File: src/rtl/count_enable_ctrl_pkg.sv
// Shared types and default widths for the counter run-control block.
package count_enable_ctrl_pkg;

    localparam int CEC_PRESCALE_W = 8;
    localparam int CEC_CNT_W      = 4;

    typedef enum logic [1:0] {
        IDLE  = 2'd0,
        CLEAR = 2'd1,
        RUN   = 2'd2,
        DONE  = 2'd3
    } cec_state_t;

endpackage

File: src/rtl/tick_prescaler.sv
// Programmable tick divider: registered tick every prescale+1 cycles while run=1.
// hold freezes the count and suppresses the tick; run=0 returns the count to 0.
module tick_prescaler
    import count_enable_ctrl_pkg::*;
#(
    parameter int PRESCALE_W = CEC_PRESCALE_W
) (
    input  logic                  clk,
    input  logic                  reset_n,
    input  logic                  run,
    input  logic                  hold,
    input  logic [PRESCALE_W-1:0] prescale,
    output logic                  tick
);

    localparam logic [PRESCALE_W-1:0] ONE = 1;

    logic [PRESCALE_W-1:0] cnt_q, cnt_d;
    logic                  tick_q, tick_d;

    always_comb begin
        cnt_d  = cnt_q;
        tick_d = 1'b0;
        if (!run) begin
            cnt_d = '0;
        end else if (!hold) begin
            if (cnt_q == prescale) begin
                cnt_d  = '0;
                tick_d = 1'b1;
            end else begin
                cnt_d = cnt_q + ONE;
            end
        end
    end

    always_ff @(posedge clk) begin
        if (!reset_n) begin
            cnt_q  <= '0;
            tick_q <= 1'b0;
        end else begin
            cnt_q  <= cnt_d;
            tick_q <= tick_d;
        end
    end

    assign tick = tick_q;

endmodule

File: src/rtl/count_enable_ctrl.sv
// Run-control for a downstream synchronous counter: clear, prescaled enable, one-shot stop.
// Optional COUNT_ENABLE_CTRL_PAUSE_EN adds a pause input that freezes the prescaler in RUN.
module count_enable_ctrl
    import count_enable_ctrl_pkg::*;
#(
    parameter int PRESCALE_W = CEC_PRESCALE_W,
    parameter int CNT_W      = CEC_CNT_W
) (
    input  logic                  clk,
    input  logic                  reset_n,
    input  logic                  start,
    input  logic                  stop,
`ifdef COUNT_ENABLE_CTRL_PAUSE_EN
    input  logic                  pause,
`endif
    input  logic                  oneshot,
    input  logic [PRESCALE_W-1:0] prescale,
    input  logic [CNT_W-1:0]      target,
    input  logic [CNT_W-1:0]      q_in,
    output logic                  enable,
    output logic                  cnt_clear,
    output logic                  busy,
    output logic                  done
);

    cec_state_t            state_q, state_d;
    logic                  oneshot_q, oneshot_d;
    logic [PRESCALE_W-1:0] prescale_q, prescale_d;
    logic [CNT_W-1:0]      target_q, target_d;
    logic                  cnt_clear_q, cnt_clear_d;
    logic                  busy_q, busy_d;
    logic                  done_q, done_d;
    logic                  run, hold, tick, hit;
    logic [CNT_W-1:0]      q_next;

`ifdef COUNT_ENABLE_CTRL_PAUSE_EN
    assign hold = pause;
`else
    assign hold = 1'b0;
`endif

    // Look one tick ahead so the enable that would overshoot is never issued.
    assign q_next = q_in + {{(CNT_W-1){1'b0}}, tick};
    assign hit    = oneshot_q && (q_next == target_q);

    always_comb begin
        state_d    = state_q;
        oneshot_d  = oneshot_q;
        prescale_d = prescale_q;
        target_d   = target_q;
        run        = 1'b0;
        case (state_q)
            IDLE: begin
                if (start && !stop) begin
                    state_d    = CLEAR;
                    oneshot_d  = oneshot;
                    prescale_d = prescale;
                    target_d   = target;
                end
            end
            CLEAR:   state_d = stop ? IDLE : RUN;
            RUN: begin
                if (stop)     state_d = IDLE;
                else if (hit) state_d = DONE;
                else          run     = 1'b1;
            end
            DONE:    state_d = IDLE;
            default: state_d = IDLE;
        endcase
        cnt_clear_d = (state_d == CLEAR);
        busy_d      = (state_d != IDLE);
        done_d      = (state_d == DONE);
    end

    always_ff @(posedge clk) begin
        if (!reset_n) begin
            state_q     <= IDLE;
            oneshot_q   <= 1'b0;
            prescale_q  <= '0;
            target_q    <= '0;
            cnt_clear_q <= 1'b0;
            busy_q      <= 1'b0;
            done_q      <= 1'b0;
        end else begin
            state_q     <= state_d;
            oneshot_q   <= oneshot_d;
            prescale_q  <= prescale_d;
            target_q    <= target_d;
            cnt_clear_q <= cnt_clear_d;
            busy_q      <= busy_d;
            done_q      <= done_d;
        end
    end

    tick_prescaler #(.PRESCALE_W(PRESCALE_W)) u_prescaler (
        .clk      (clk),
        .reset_n  (reset_n),
        .run      (run),
        .hold     (hold),
        .prescale (prescale_q),
        .tick     (tick)
    );

    assign enable    = tick;
    assign cnt_clear = cnt_clear_q;
    assign busy      = busy_q;
    assign done      = done_q;

endmodule

File: config.mk
export PLATFORM = sky130hd
export DESIGN_NAME = count_enable_ctrl
export DESIGN_NICKNAME = d
export VERILOG_FILES = /design/src/rtl/count_enable_ctrl_pkg.sv /design/src/rtl/tick_prescaler.sv /design/src/rtl/count_enable_ctrl.sv
export SDC_FILE = /design/constraint.sdc
export NUM_CORES = 1
export LEC_CHECK = 0
export CAP_MARGIN = 5
export CORE_MARGIN = 4
export CORE_UTILIZATION = 45
export DETAILED_ROUTE_END_ITERATION = 16
export GPL_TIMING_DRIVEN = 0
export PLACE_DENSITY = 0.72
export SETUP_SLACK_MARGIN = 0.3
export SLEW_MARGIN = 10
export SYNTH_ARGS = -nofsm -noshare
export SYNTH_HDL_FRONTEND = slang
export SYNTH_SLANG_ARGS = --single-unit
File: constraint.sdc
create_clock -name clk -period 2.35 [get_ports clk]
set_input_delay 0.47 -clock clk [delete_from_list [all_inputs] [get_ports clk]]
set_output_delay 0.47 -clock clk [all_outputs]
set_load 0.1 [all_outputs]
==> reports/results.tsv, run 1 <==
metric	value	unit
cp_num_buf_inv	1	
initial_core_util	0.478	
syn_nets	151	
die_area	3570	um2
dp.cells	181	
critical_path_arrival	1.53	ns
via_per_inst	4.96	
crit_type	flip-flop to primary output	
cp-end-kind	primary output	
clock_skew	0.0109	ns
track_usage	0.151	
layout_common_cells	29 x nand2_1, 26 x dfxtp_1, 20 x clkdlybuf4s50_1	
die_x	59.7	um
synth_cell_types	25	
io_buffers	24	
tightest_slew	0.978	ns
antenna_cells	0	
synth_area_leaders	dfxtp_1 45%, xnor2_1 12%, nand2_1 9.0%, a21boi_1 6.2%, nor3_1 3.3%	
clk_pin_slew_worst_paths	0.15	ns
cts.sinks	27	
core-area	2520	um2
instances_no_fill	185	
rows	18	
drt_pre_antenna_iters	3	
area_delta_synth_final	25.0	%
synth-seq-area-share	0.449	
leakagePower	0.000556	uW
multi_input_area	633	um2
drc	0	
synth_cells	127	
gp_congestion	0.741	
cpMaxStageDelayCell	dlygate4sd2_1	
fin_nets	180	
status	finished, final reports clean	
drive_gt1_frac	0.0839	
finalPower	790	uW
peakVddDrop	0.000347	V
setup_ws	0.354	ns
pwr_density_cell	525	nW/um2
vias	917	
fin_crit	2.00	ns
syn_area_per_cell	9.49	um2
dpl_worst_slack	0.142	ns
fillCellCount	242	
grt_pass1_vias	1012	
overflow	0	
startpoint_type	flip-flop	
clock_latency	0.32	ns
hold_violations	0	
tritoncts	done	
crit_chain	dlygate4sd2_1	
antenna_found_initial	0	
timing.fmax	0.501	GHz
synth_seq_cells	27	
grt_pass1_wl	4170	um
cts_buffers	3	
io_pins	25	
setup_tns	0	ns
ant_nets	0	
cts_buffer_depth	2	
seq_area	542	um2
die_h	59.7	um
yosysTopAreaCellShare	0.449	
relSlewSlack	0.351	
dp_hpwl	1900	um
cp_max_fo	2	
grt_max_degree	16	
setup_viol	0	
drtIter0Drc	28	
rsz0062_at_grt	false	
yosysTopAreaCell	dfxtp_1	
layout_commonest_cell	nand2_1	
fin_crit_sh	0.849	
required	1.88	ns
cp_top_family	buffers and inverters	
drv_cap	0	
h-tree-depth	1	
yosysWarnings	0	
drv_slew	0	
cpPeakStageDelay	0.86	ns
cts-root-buf	clkbuf_4	
hold_path_class	flip-flop to flip-flop	
routed_wl	2360	um
wl_per_cell	12.8	um
netlist_area	1200	um2
[power breakdown]
part / switching [uW] / internal (uW)
clock network: 134 / 63.8
logic: 50.2 / 61.1
registers: 9.80 / 471
total: 194 / 596
[timing repair]
item / CTS / global route
setup endpoints to repair: 4 / 0
gates resized for setup: 4 / 0
hold buffers: 0 / 0
buffers inserted: 0 / 0
[per-stage QoR]
stage / utilization / hold slack, ns / instance area (um2)
2_1_floorplan: - / 0.435 / 1210
3_3_place_gp: 0.588 / 0.450 / 1480
3_5_place_dp: 0.588 / 0.466 / 1480
4_1_cts: 0.597 / 0.484 / 1510
5_1_grt: 0.597 / 0.507 / 1510
6_report: 0.597 / 0.481 / 1510
[state kept, by name (all words and copies together), names as in the netlist]
| register | cells |
|---|---|
| u_prescaler.cnt_q | 8 |
| done | 1 |
| u_prescaler.tick | 1 |
| prescale_q | 8 |
| oneshot_q | 1 |
| busy | 1 |
| target_q | 4 |
| cnt_clear | 1 |
| state_q | 2 |
[synthesized netlist by cell type]
library cell and n:
or4b_4 1, ha_1 3, nand4_1 2, a21boi_0 3
xor2_1 4, or2_2 1, nor2b_1 1, and2_1 3
nor3_1 8, dfxtp_1 27, nand3_1 5, xnor2_1 17
o21ai_2 1, nor4b_4 1, nor4b_1 1, a21boi_1 10
a21o_1 1, nor3_2 1, and3b_1 1, nor3b_1 1
buf_2 1, nand2_1 29, nor2_1 2, buf_6 2
clkbuf_1 1
[layer usage]
layer | global-route usage | part of all wire
met1 | 0.178 | 0.45
met2 | 0.272 | 0.50
met3 | 0.0324 | 0.031
met4 | 0.0443 | 0.014
met5 | 0 | 0
[final cells by class]
class                   count  area share
repair buffers             24       0.156
clock inverters             1     0.00332
flip-flops and latches     27       0.360
plain buffers               4      0.0208
multi-input cells          96       0.420
well taps                  30      0.0249
clock buffers               3      0.0150
[path summary, 6_finish.rpt]
path | start | to | slack (ns) | cells past startpoint
max | u_prescaler.tick$_SDFF_PN0_ | enable | 0.35 | 1
min | target_q[2]$_SDFFE_PN0P_ | target_q[2]$_SDFFE_PN0P_ | 0.48 | 2
max reg2reg | u_prescaler.tick$_SDFF_PN0_ | u_prescaler.cnt_q[7]$_SDFF_PP0_ | 0.77 | 7
min reg2reg | target_q[2]$_SDFFE_PN0P_ | target_q[2]$_SDFFE_PN0P_ | 0.48 | 2
[cells by family (layout without fill, tap and decap cells)]
kind of cell             count (synthesis)  in the layout  share of synthesized area
XOR/XNOR                                21             21                      0.153
AND/OR/NAND/NOR                         57             57                      0.247
buffers and inverters                    4             32                     0.0260
AO/OA/AOI/OAI                           15             15                     0.0945
adder cells (fa/ha/maj)                  3              3                     0.0312
flip-flops                              27             27                      0.449
Note: power is estimated with default switching activity, not from simulation.
==> run 2: changes to the inputs <==
==> constraint.sdc (replaced) <==
create_clock -name clk -period 2 [get_ports clk]
set_input_delay 0.4 -clock clk [delete_from_list [all_inputs] [get_ports clk]]
set_output_delay 0.4 -clock clk [all_outputs]
set_load 0.1 [all_outputs]
==> reports/results.tsv, run 2 (synthesis gave the netlist of run 1 again) <==
metric	value	unit	change
grt_pass1_wl	3910	um	-6.3%
final_cell_area	1550	um2	+3.1%
antenna_cells	0		unchanged
ant_nets	0		unchanged
layout_commonest_cell	nand2_1		
p_sw	223	uW	+15%
track_usage	0.144		-0.00745
hold_depth	2		unchanged
cp_top_family	buffers and inverters		
leakagePower	0.000554	uW	-0.32%
cts_buffers	3		unchanged
grt_pass1_vias	881		-13%
cp-end-kind	primary output		
p_sw_frac	0.242		-0.00384
startpoint	u_prescaler.tick$_SDFF_PN0_		
startpoint_type	flip-flop		
cp_num_buf_inv	1		unchanged
cp_max_fo	2		unchanged
crit_chain	clkdlybuf4s15_2		
clk_pin_slew_worst_paths	0.13	ns	-0.02 ns
sequentialPowerShare	0.612		+0.003
drtIter0Drc	25		-11%
required	1.60	ns	-0.28 ns
peakVddDrop	0.000492	V	+42%
crit_type	flip-flop to primary output		
tritoncts	done		
fin_crit	1.63	ns	
cts-root-buf	clkbuf_4		
min_from	prescale_q[1]$_SDFFE_PN0P_		
grt_max_degree	16		unchanged
cpPeakStageDelay	0.55	ns	-0.31 ns
io_pins	25		unchanged
hold_violations	0		unchanged
setup_viol	0		unchanged
antenna_found_initial	0		unchanged
tightest_slew	0.546	ns	-0.432 ns
clock_skew	0.00411	ns	-0.00681 ns
rr_worst_depth	7		unchanged
wl_per_cell	12.6	um	-1.1%
gp_congestion	0.763		+3.0%
reg_top3	prescale_q: 8 flops, u_prescaler.cnt_q: 8 flops, target_q: 4 flops		
p_clk_frac	0.243		-0.007
cts_buffer_depth	2		unchanged
critical_path_arrival	1.23	ns	-0.30 ns
via_per_inst	5.02		+1.2%
area_delta_synth_final	28.9	%	
io_buffers	24		unchanged
rsz0062_at_grt	true		
die_h	59.7	um	unchanged
rows	18		unchanged
layout_common_cells	29 x nand2_1, 26 x dfxtp_1, 18 x clkdlybuf4s50_1		
relSlewSlack	0.638		+0.287
holdWs	0.476	ns	-0.00470 ns
cp_num_cells	1		unchanged
place_area	1490	um2	+0.17%
hold_path_class	flip-flop to flip-flop		
p_comb_frac	0.145		+0.004
p_int	700	uW	+17%
postCtsHoldBufs	0		unchanged
routed_wl	2360	um	unchanged
h-tree-depth	1		unchanged
drv_cap	0		unchanged
dp_hpwl	1860	um	-1.8%
clock_latency	0.31	ns	about the same
drc	0		unchanged
cpMaxStageDelayCell	clkdlybuf4s15_2		
timing.fmax	0.614	GHz	
r2r_start	u_prescaler.tick$_SDFF_PN0_		
die_area	3570	um2	unchanged
overflow	0		unchanged
status	finished, final reports clean		
pwr_density_cell	594	nW/um2	+13%
initial_core_util	0.478		unchanged
drive_gt1_frac	0.134		+0.0499
drt_pre_antenna_iters	4		+1
cts.sinks	27		unchanged
setup_tns	0	ns	unchanged
drv_slew	0		unchanged
core-area	2520	um2	unchanged
fin_nets	182		+1.1%
fin_crit_sh	0.815		
die_x	59.7	um	unchanged
vias	938		+2.3%
## run 2: cell count changes in the layout (fill, tap and decap cells not counted), moves of 2 or more
| cell | delta |
|---|---|
| clkdlybuf4s15_2 | +4 |
| buf_4 | +2 |
| clkdlybuf4s50_1 | -2 |
| dlygate4sd2_1 | -2 |
| ha_1 | -2 |
## run 2: path summary, 6_finish.rpt
kind                                                         to  slack, ns
worst min register to register       prescale_q[1]$_SDFFE_PN0P_       0.48
worst min-delay path                 prescale_q[1]$_SDFFE_PN0P_       0.48
worst max register to register  u_prescaler.cnt_q[6]$_SDFF_PP0_       0.37
worst max-delay path                                     enable       0.37
## run 2: timing repair
action / in CTS / in global routing
pin swaps: 3 / 0
buffers inserted: 1 / 0
cloned: 1 / 0
endpoints found under the setup margin: 15 / 6
resized for setup: 16 / 2
## run 2: routing by layer
metal	GRT usage	up-vias	share of wire
met1	0.183	433	0.48
li1	-	486	-
met4	0.0759	0	0.022
met3	0.0302	6	0.030
met2	0.225	13	0.47
met5	0	-	0
## run 2: through the flow
stage | utilization | setup WS [ns] | instances | power [uW]
finish | 0.616 | 0.370 | 187 | 922
global route | 0.616 | 0.257 | 187 | 972
CTS | 0.612 | 0.318 | 187 | 932
detailed placement | 0.589 | -0.141 | 181 | 710
global placement | 0.589 | -0.0692 | 181 | 705
floorplan | - | 0.334 | 127 | 649
## run 2: power groups by stage
stage | clock [uW] | sequential (uW) | combinational (uW)
6_report | 225 | 565 | 133
5_1_grt | 260 | 567 | 145
4_1_cts | 234 | 565 | 133
3_5_place_dp | 0 | 577 | 133
3_3_place_gp | 0 | 576 | 129
2_1_floorplan | 0 | 589 | 60.2
## run 2: area by class of cell
type | count | area, um2
sequential | 27 | 544
clock buffer | 3 | 22.5
timing repair buffer | 26 | 258
multi-input combinational | 96 | 654
tap | 30 | 37.5
clock inverter | 1 | 5.00
buffer | 4 | 31.3
fill | 223 | 970
